<file path="src/rtl/mult_div_ctrl.sv">
// mult_div_ctrl
//   Multicycle MULT/MULTU/DIV/DIVU engine and sole writer of the HI/LO pair.
//   A shift-add multiplier or a restoring divider retires one bit per cycle.
//   A one-cycle sign fix-up follows, then a one-cycle write.
//   MTHI/MTLO are passed straight through while the engine is idle.
//
//   state | meaning
//   ------+-------------------------------------------------------------
//   IDLE  | waiting for start; MTHI/MTLO honoured when start is low
//   CALC  | WIDTH iterations of multiply or divide
//   FIX   | two's-complement sign correction, result registered
//   WRITE | done pulse; HI/LO written unless the divisor was zero
//
// Ports
//   clk, reset           clock, async active-low reset
//   start, op, a, b      operation request (op: 00 MULT 01 MULTU 10 DIV 11 DIVU)
//   mt_hi, mt_lo,
//   mt_data              MTHI/MTLO requests and data
//   busy, done,
//   div_by_zero          status to the main control FSM
//   hi_in, lo_in,
//   hi_write, lo_write   HI/LO write data and enables
module mult_div_ctrl #(
   parameter int WIDTH = 32,
   parameter int CNT_W = 5
) (
   input  logic             clk,
   input  logic             reset,
   input  logic             start,
   input  logic [1:0]       op,
   input  logic [WIDTH-1:0] a,
   input  logic [WIDTH-1:0] b,
   input  logic             mt_hi,
   input  logic             mt_lo,
   input  logic [WIDTH-1:0] mt_data,
   output logic             busy,
   output logic             done,
   output logic             div_by_zero,
   output logic [WIDTH-1:0] hi_in,
   output logic [WIDTH-1:0] lo_in,
   output logic             hi_write,
   output logic             lo_write
);

   typedef enum logic [1:0] {S_IDLE, S_CALC, S_FIX, S_WRITE} state_t;

   localparam logic [CNT_W-1:0] LAST = CNT_W'(WIDTH - 1);

   state_t           r_state;
   logic [CNT_W-1:0] r_cnt;
   logic             r_is_div;
   logic             r_sign_a;
   logic             r_sign_b;
   logic [WIDTH-1:0] r_x;       // multiplicand, or divisor
   logic [WIDTH-1:0] r_hi;      // product high half, or partial remainder
   logic [WIDTH-1:0] r_lo;      // multiplier/product low half, or dividend/quotient
   logic [WIDTH-1:0] r_hi_out;
   logic [WIDTH-1:0] r_lo_out;
   logic             r_hi_wr;
   logic             r_lo_wr;
   logic             r_busy;
   logic             r_done;
   logic             r_dbz;

   logic             w_signed;
   logic [WIDTH-1:0] w_abs_a;
   logic [WIDTH-1:0] w_abs_b;
   logic [WIDTH:0]   w_msum;
   logic [WIDTH:0]   w_shift;
   logic [WIDTH:0]   w_trial;
   logic [WIDTH-1:0] w_hi_nxt;
   logic [WIDTH-1:0] w_lo_nxt;
   logic [2*WIDTH-1:0] w_prod;
   logic [WIDTH-1:0] w_hi_fix;
   logic [WIDTH-1:0] w_lo_fix;
   logic             w_mt_ok;
   logic             w_mt_hi;
   logic             w_mt_lo;

   always_comb begin
      w_signed = ~op[0];
      w_abs_a  = (w_signed && a[WIDTH-1]) ? -a : a;
      w_abs_b  = (w_signed && b[WIDTH-1]) ? -b : b;

      // Multiply: add multiplicand into the high half when the low bit is set,
      // then shift the whole {carry, hi, lo} right by one.
      w_msum   = {1'b0, r_hi} + {1'b0, (r_lo[0] ? r_x : '0)};

      // Divide: the remainder stays below the divisor, so one extra bit holds
      // the shifted value and the borrow of the trial subtraction.
      w_shift  = {r_hi, r_lo[WIDTH-1]};
      w_trial  = w_shift - {1'b0, r_x};

      w_hi_nxt = '0;
      w_lo_nxt = '0;
      if (r_is_div) begin
         if (!w_trial[WIDTH]) begin
            w_hi_nxt = w_trial[WIDTH-1:0];
            w_lo_nxt = {r_lo[WIDTH-2:0], 1'b1};
         end else begin
            w_hi_nxt = w_shift[WIDTH-1:0];
            w_lo_nxt = {r_lo[WIDTH-2:0], 1'b0};
         end
      end else begin
         w_hi_nxt = w_msum[WIDTH:1];
         w_lo_nxt = {w_msum[0], r_lo[WIDTH-1:1]};
      end

      // Sign flags are only captured for signed ops, so no op check needed.
      w_prod   = {r_hi, r_lo};
      w_hi_fix = r_hi;
      w_lo_fix = r_lo;
      if (r_is_div) begin
         if (r_sign_a ^ r_sign_b) w_lo_fix = -r_lo;
         if (r_sign_a)            w_hi_fix = -r_hi;
      end else if (r_sign_a ^ r_sign_b) begin
         w_prod   = -w_prod;
         w_hi_fix = w_prod[2*WIDTH-1:WIDTH];
         w_lo_fix = w_prod[WIDTH-1:0];
      end

      w_mt_ok  = reset && (r_state == S_IDLE) && !start;
      w_mt_hi  = w_mt_ok && mt_hi;
      w_mt_lo  = w_mt_ok && mt_lo;
   end

   always_ff @(posedge clk or negedge reset) begin
      if (!reset) begin
         r_state  <= S_IDLE;
         r_cnt    <= '0;
         r_is_div <= 1'b0;
         r_sign_a <= 1'b0;
         r_sign_b <= 1'b0;
         r_x      <= '0;
         r_hi     <= '0;
         r_lo     <= '0;
         r_hi_out <= '0;
         r_lo_out <= '0;
         r_hi_wr  <= 1'b0;
         r_lo_wr  <= 1'b0;
         r_busy   <= 1'b0;
         r_done   <= 1'b0;
         r_dbz    <= 1'b0;
      end else begin
         r_done  <= 1'b0;
         r_dbz   <= 1'b0;
         r_hi_wr <= 1'b0;
         r_lo_wr <= 1'b0;
         case (r_state)
            S_IDLE: begin
               if (start) begin
                  r_is_div <= op[1];
                  r_sign_a <= w_signed & a[WIDTH-1];
                  r_sign_b <= w_signed & b[WIDTH-1];
                  r_cnt    <= '0;
                  r_hi     <= '0;
                  if (op[1] && (b == '0)) begin
                     r_state <= S_WRITE;
                     r_done  <= 1'b1;
                     r_dbz   <= 1'b1;
                  end else begin
                     r_state <= S_CALC;
                     r_busy  <= 1'b1;
                     r_lo    <= op[1] ? w_abs_a : w_abs_b;
                     r_x     <= op[1] ? w_abs_b : w_abs_a;
                  end
               end else begin
                  // Keep MT data as the held output value after the write.
                  if (mt_hi) r_hi_out <= mt_data;
                  if (mt_lo) r_lo_out <= mt_data;
               end
            end
            S_CALC: begin
               r_hi  <= w_hi_nxt;
               r_lo  <= w_lo_nxt;
               r_cnt <= r_cnt + CNT_W'(1);
               if (r_cnt == LAST) r_state <= S_FIX;
            end
            S_FIX: begin
               r_hi_out <= w_hi_fix;
               r_lo_out <= w_lo_fix;
               r_hi_wr  <= 1'b1;
               r_lo_wr  <= 1'b1;
               r_done   <= 1'b1;
               r_busy   <= 1'b0;
               r_state  <= S_WRITE;
            end
            S_WRITE: begin
               r_state <= S_IDLE;
            end
            default: r_state <= S_IDLE;
         endcase
      end
   end

   assign busy        = r_busy;
   assign done        = r_done;
   assign div_by_zero = r_dbz;
   assign hi_in       = w_mt_hi ? mt_data : r_hi_out;
   assign lo_in       = w_mt_lo ? mt_data : r_lo_out;
   assign hi_write    = r_hi_wr | w_mt_hi;
   assign lo_write    = r_lo_wr | w_mt_lo;

endmodule

</file>
<file path="config.mk">
export PLATFORM = sky130hd
export DESIGN_NAME = mult_div_ctrl
export DESIGN_NICKNAME = d
export VERILOG_FILES = /design/src/rtl/mult_div_ctrl.sv
export SDC_FILE = /design/constraint.sdc
export NUM_CORES = 1
export LEC_CHECK = 0
export ABC_CLOCK_PERIOD_IN_PS = 3890
export BUFFER_PORTS_ARGS = -buffer_cell sky130_fd_sc_hd__buf_4
export CORE_ASPECT_RATIO = 0.9
export CORE_MARGIN = 1.5
export CORE_UTILIZATION = 35
export CTS_CLUSTER_DIAMETER = 40
export CTS_CLUSTER_SIZE = 14
export DETAILED_ROUTE_END_ITERATION = 6
export PLACE_DENSITY_LB_ADDON = 0.3
export SYNTH_ARGS = -nofsm -noshare
export SYNTH_HDL_FRONTEND = slang
export SYNTH_SLANG_ARGS = --single-unit
</file>
<file path="constraint.sdc">
create_clock -name clk -period 3.89 [get_ports clk]
set_input_delay 0.389 -clock clk [delete_from_list [all_inputs] [get_ports clk]]
set_output_delay 0.389 -clock clk [all_outputs]
set_load 0.05 [all_outputs]
</file>
## Word level (Yosys, flattened, before mapping)

Index checks and enable logic that the tools add are counted.

- Word-level logic and storage cells: 101
- Output and inout port bits: 69
- Input port bits: 103
- Register bits after elaboration: 174

- Add/sub/neg operators: 8
- Multiplexer cells: 42
- Bitwise gates (word level): 7
- Equality and inequality tests: 10
- Reduce and logical (&&, ||, !) cells: 20

Operators with widths:

| operator | count |
|---|---|
| $mux W32 | 23 |
| $pmux W32 S2 | 4 |
| $neg A32 Y32 | 4 |
| $neg A64 Y64 | 1 |
| $add A32 B32 Y33 | 1 |
| $sub A33 B32 Y33 | 1 |
| $logic_not A32 Y1 | 1 |
| $reduce_and A3 Y1 | 5 |
| $ne A2 B2 Y1 const B | 6 |
| $pmux W5 S2 | 1 |
| $pmux W2 S4 | 1 |
| $logic_and A1 B1 Y1 | 7 |
| $mux W1 | 7 |
| $mux W2 | 3 |
| $reduce_and A2 Y1 | 3 |
| $add A5 B1 Y5 const B | 1 |
| $eq A5 B5 Y1 const B | 1 |
| $mux W5 | 1 |
| $eq A2 B2 Y1 const B | 2 |
| $pmux W1 S2 | 2 |
| $reduce_bool A2 Y1 | 2 |
| $and A1 B1 Y1 | 2 |
| $eq A2 B1 Y1 const B | 1 |
| $logic_not A2 Y1 | 1 |
| other kinds (4) | 6 |

## Longest topological paths before layout

- Word-level depth: 7
- Mapped depth: 16
- Gate-level depth less buffers: 14

## Least setup slack after synthesis

No wires, ideal clock.

- Path kind: register to register
- Start: register r_lo[31]
- End: register r_hi[23]
- Library setup time: 0.128 ns
- Data arrival time: 3.473 ns
- Buffers on the path: 3
- Period minus slack after synthesis: 3.601 ns
- Data required time: 3.762 ns
- Cell stages (with the launch flop): 17
- Path slack: 0.289 ns
- Path through: dfrtp_1 -> clkbuf_1 -> inv_1 -> ha_1 -> fa_1 -> nor2b_1 -> or2_2 -> a211oi_1 -> a211o_1 -> a211oi_1 -> o21ai_0 -> xnor2_1 -> buf_2 -> buf_2 -> o21ai_0 -> a311oi_1 -> nand2_1

- Longest elaborated chain between the ends: 4

RTL lines:

| element | RTL line | RTL |
|---|---|---|
| start: declaration | 56 | `logic [WIDTH-1:0] r_lo;` |
| start signal: assignment | 164 | `r_lo <= op[1] ? w_abs_a : w_abs_b;` |
| start signal: assignment | 175 | `r_lo <= w_lo_nxt;` |
| $sub A33 B32 Y33 | 92 | `w_trial = w_shift - {1'b0, r_x};` |
| $mux W32 | 97 | `if (!w_trial[WIDTH]) begin` |
| $mux W32 | 96 | `if (r_is_div) begin` |
| $pmux W32 S2 | 149 | `case (r_state)` |
| end signal: assignment | 174 | `r_hi <= w_hi_nxt;` |
| end: declaration | 55 | `logic [WIDTH-1:0] r_hi;` |

Every way passes these cells.
A chain may end at the register's enable or synchronous reset.

## Final worst setup path

- Start: register r_state[0]
- End: output hi_in[4]

- Longest elaborated chain between the ends: 5

RTL lines:

| element | RTL line | RTL |
|---|---|---|
| start: declaration | 49 | `state_t r_state;` |
| start signal: assignment | 129 | `r_state <= S_IDLE;` |
| start signal: assignment | 158 | `r_state <= S_WRITE;` |
| start signal: assignment | 162 | `r_state <= S_CALC;` |
| $logic_not A2 Y1 | 122 | `w_mt_ok = reset && (r_state == S_IDLE) && !start;` |
| $logic_and A1 B1 Y1 (2 in a row) | 122 |  |
| $logic_and A1 B1 Y1 | 123 | `w_mt_hi = w_mt_ok && mt_hi;` |
| $mux W32 | 199 | `assign hi_in = w_mt_hi ? mt_data : r_hi_out;` |
| end: declaration | 39 | `output logic [WIDTH-1:0] hi_in,` |

Every way passes these cells.

==> impl_metrics.tcl <==
set metrics [dict create \
    path_class "reg -> out" \
    initial_utilization_pct 35.6 \
    gr-usage-all-layers_pct 25.3 \
    ys_top_cells_by_area "dfrtp_1 28%, a21oi_1 6.6%, o21ai_0 6.6%" \
    ys.flop_type "dfrtp_1" \
    startpoint_type "flip-flop" \
    cp.arrival_ns 3.24 \
    syn_nets 2206 \
    cpPeakStageDelay_ns 0.80 \
    ys_seq_elements 174 \
    h-tree-depth 4 \
    routed_wl_um 58700 \
    rsz0062_at_grt "false" \
    ys_types 76 \
    end_kind "primary output" \
    ys_warn_count 0 \
    final-setup-viol-count 0 \
    clock_sink_count 174 \
    synth_area_mm2 0.0158 \
    synth_seq_area_share_pct 27.5 \
    crit_path_frequent_cell "buf_4" \
    postSynthAreaPerCell_um2 7.80 \
    firstDrtPassIters 7 \
    fin_setup_tns_ns 0 \
    cellPowerDensity_mw_per_mm2 1010 \
    io_buffers 171 \
    die_y_um 205 \
    clock_tree.buffer_depth 2 \
    clk_pin_slew_ns 0.07 \
    num_vias 16000 \
    path_cells "inv_1, ha_1, buf_4, nor2b_1, nand3_1, buf_4, mux2_2, buf_4" \
    hold_viol 0 \
    status "complete, but fails checks" \
    grt_overflow 0 \
    synth_top_family_by_area "compound AO/OA/AOI/OAI gates" \
    cpMaxStageDelayCell "nor2b_1" \
    synth_edf_count 0 \
    drtIter0Drc 1577 \
    netlist_instances 2028 \
    fp.dieArea_mm2 0.0465 \
    netlist_top_cells_count "215 x nand2_1, 208 x a21oi_1, 208 x o21ai_0" \
    numCtsBuffers 17 \
    p_leak_nw 8.24 \
    fin_skew_ns 0.0162 \
    peakVddDrop_v 0.000544 \
    clk_latency_ns 0.47 \
    worstPathRequired_ns 3.50 \
    synthAdderAreaFrac_pct 6.03 \
    yosysTopAreaCell "dfrtp_1" \
    root_buffer "clkbuf_16" \
    post_cts_buffers 0 \
    drc 6 \
    layout_min_cycle_time_ns 3.63 \
    via_per_inst 5.74 \
    drv_cap 0 \
    rows 73 \
    synth_compound_area_share_pct 25.2 \
    netlist.area_leader.share_pct 27.5 \
    core_region_area_mm2 0.0444 \
    timing.fmax_ghz 0.276 \
    slew_viol_final 0 \
    dpl.hpwl_um 45800 \
    hold_path.class "in -> reg" \
    async_flop_share_pct 100 \
    num_io_pins 172 \
    violations "design-rule violations" \
    routedWlPerCell_um 21.0 \
    place_congestion 0.947 \
    relSlewSlack_pct 23.4 \
    drive_above_1_share_pct 18.4 \
    crit_fanout 20 \
    nets 2356 \
    synth_mux_area_share_pct 8.47 \
    synthXorXnorAreaFrac_pct 9.46 \
    cp.buffers_inverters 4 \
    cts_tree "yes" \
    tightest_slew_ns 1.15 \
    die_width_um 227 \
    grt_pass1_wl_um 90100 \
    n_antenna_cell 0 \
    grt_max_degree 124 \
    cp_top_family "simple AND/OR/NAND/NOR gates" \
    p_total_mw 19.0 \
    post-synth-top-count-cell "nand2_1" \
    antenna_left 0 \
    post-route-period-util_pct 93.2 \
    syn_to_final_growth_pct 18.4 \
    antenna_found_initial 0 \
    grt_pass1_vias 14800 \
    synth-simple-area-share_pct 18.8 \
]
==> registers in the layout, indices dropped and copies added, names as in the netlist <==
register / flops
r_x: 32
r_lo_out: 32
r_is_div: 1
r_lo_wr: 1
r_state: 2
done: 1
r_lo: 32
r_sign_a: 1
r_sign_b: 1
div_by_zero: 1
r_hi: 32
r_cnt: 5
busy: 1
r_hi_out: 32
==> logic make-up after synthesis <==
group | count (synthesis)
xor+xnor | 171
fa+ha+maj | 75
buf+inv | 184
simple gates | 645
compound gates | 656
mux | 123
flops | 174
==> tightest hold or removal path: stages <==
cell	delay [ns]
buf_4	0.12
nand2b_1	0.07
a31oi_1	0.07
==> report_power, final <==
| part | total [mW] | internal, mW | switching (mW) |
|---|---|---|---|
| Clock | 1.88 | 1.00 | 0.877 |
| Sequential | 3.61 | 2.64 | 0.966 |
| Combinational | 13.5 | 4.94 | 8.57 |
| Total | 19.0 | 8.58 | 10.4 |
==> placed cells by master (no fill, tap or decap), types with 10 or more instances in the layout <==
master	instances
xor2_1	79
mux2_2	87
and3_1	10
o41ai_1	12
o31ai_1	21
o21a_1	10
nor2b_1	27
or4_1	14
nor4_1	15
inv_1	64
a21o_1	35
clkbuf_16	17
or3_1	29
a211oi_1	36
a31oi_1	12
dfrtp_1	173
a21oi_1	206
nand3_1	28
mux2i_1	36
nor3_1	33
buf_4	243
nand2_1	215
ha_1	71
xnor2_1	91
nand2b_1	26
nor2_1	203
o21ai_0	207
o21bai_1	11
or2_2	11
a22oi_1	19
o211ai_1	14
==> metrics by stage <==
step / hold slack [ns] / area, um2 / setup WS [ns] / util [%] / instances
final: 0.225 / 18700 / 0.264 / 42.2 / 2791
after global routing: 0.226 / 18700 / 0.00554 / 42.2 / 2791
after CTS: 0.207 / 18700 / 0.0830 / 42.1 / 2791
after detailed placement: 0.377 / 18100 / 0.124 / 40.7 / 2758
after global placement: 0.386 / 18100 / 0.159 / 40.7 / 2758
after floorplan: 0.0934 / 15800 / 0.289 / - / 2028
==> repair_timing <==
action	in CTS	in global routing
setup endpoints to repair	0	23
endpoints found under the hold margin	51	0
gates resized for setup	0	9
hold buffers	1	0
==> final timing paths <==
kind	from	end	slack (ns)	depth (start not counted)
setup / recovery	r_state[0]	hi_in[4]	0.26	8
hold / removal	mt_data[1]	r_hi_out[1]	0.23	3
setup reg to reg	r_lo[0]	r_hi[30]	0.28	15
hold reg to reg	r_x[25]	r_x[25]	0.48	2
max in group asynchronous	reset	r_is_div	2.26	3
min in group asynchronous	reset	r_lo_out[19]	0.45	2
==> final cells by class <==
class                      count  area (um2)
clock inverter                14         191
tap                          600         751
timing repair buffer         248        1910
sequential                   174        4360
fill                        4554       25700
clock buffer                  18         439
multi-input combinational   1670       10800
inverter                      67         251
==> per-layer routing <==
layer,up-vias,GRT usage [%],share of wire (%)
li1,7602,-,-
met1,7720,38.4,49
met2,644,36.9,41
met3,65,3.43,7.6
met4,0,7.26,2.4
met5,-,0,0
No activity file was read; power rests on OpenSTA's default activity.
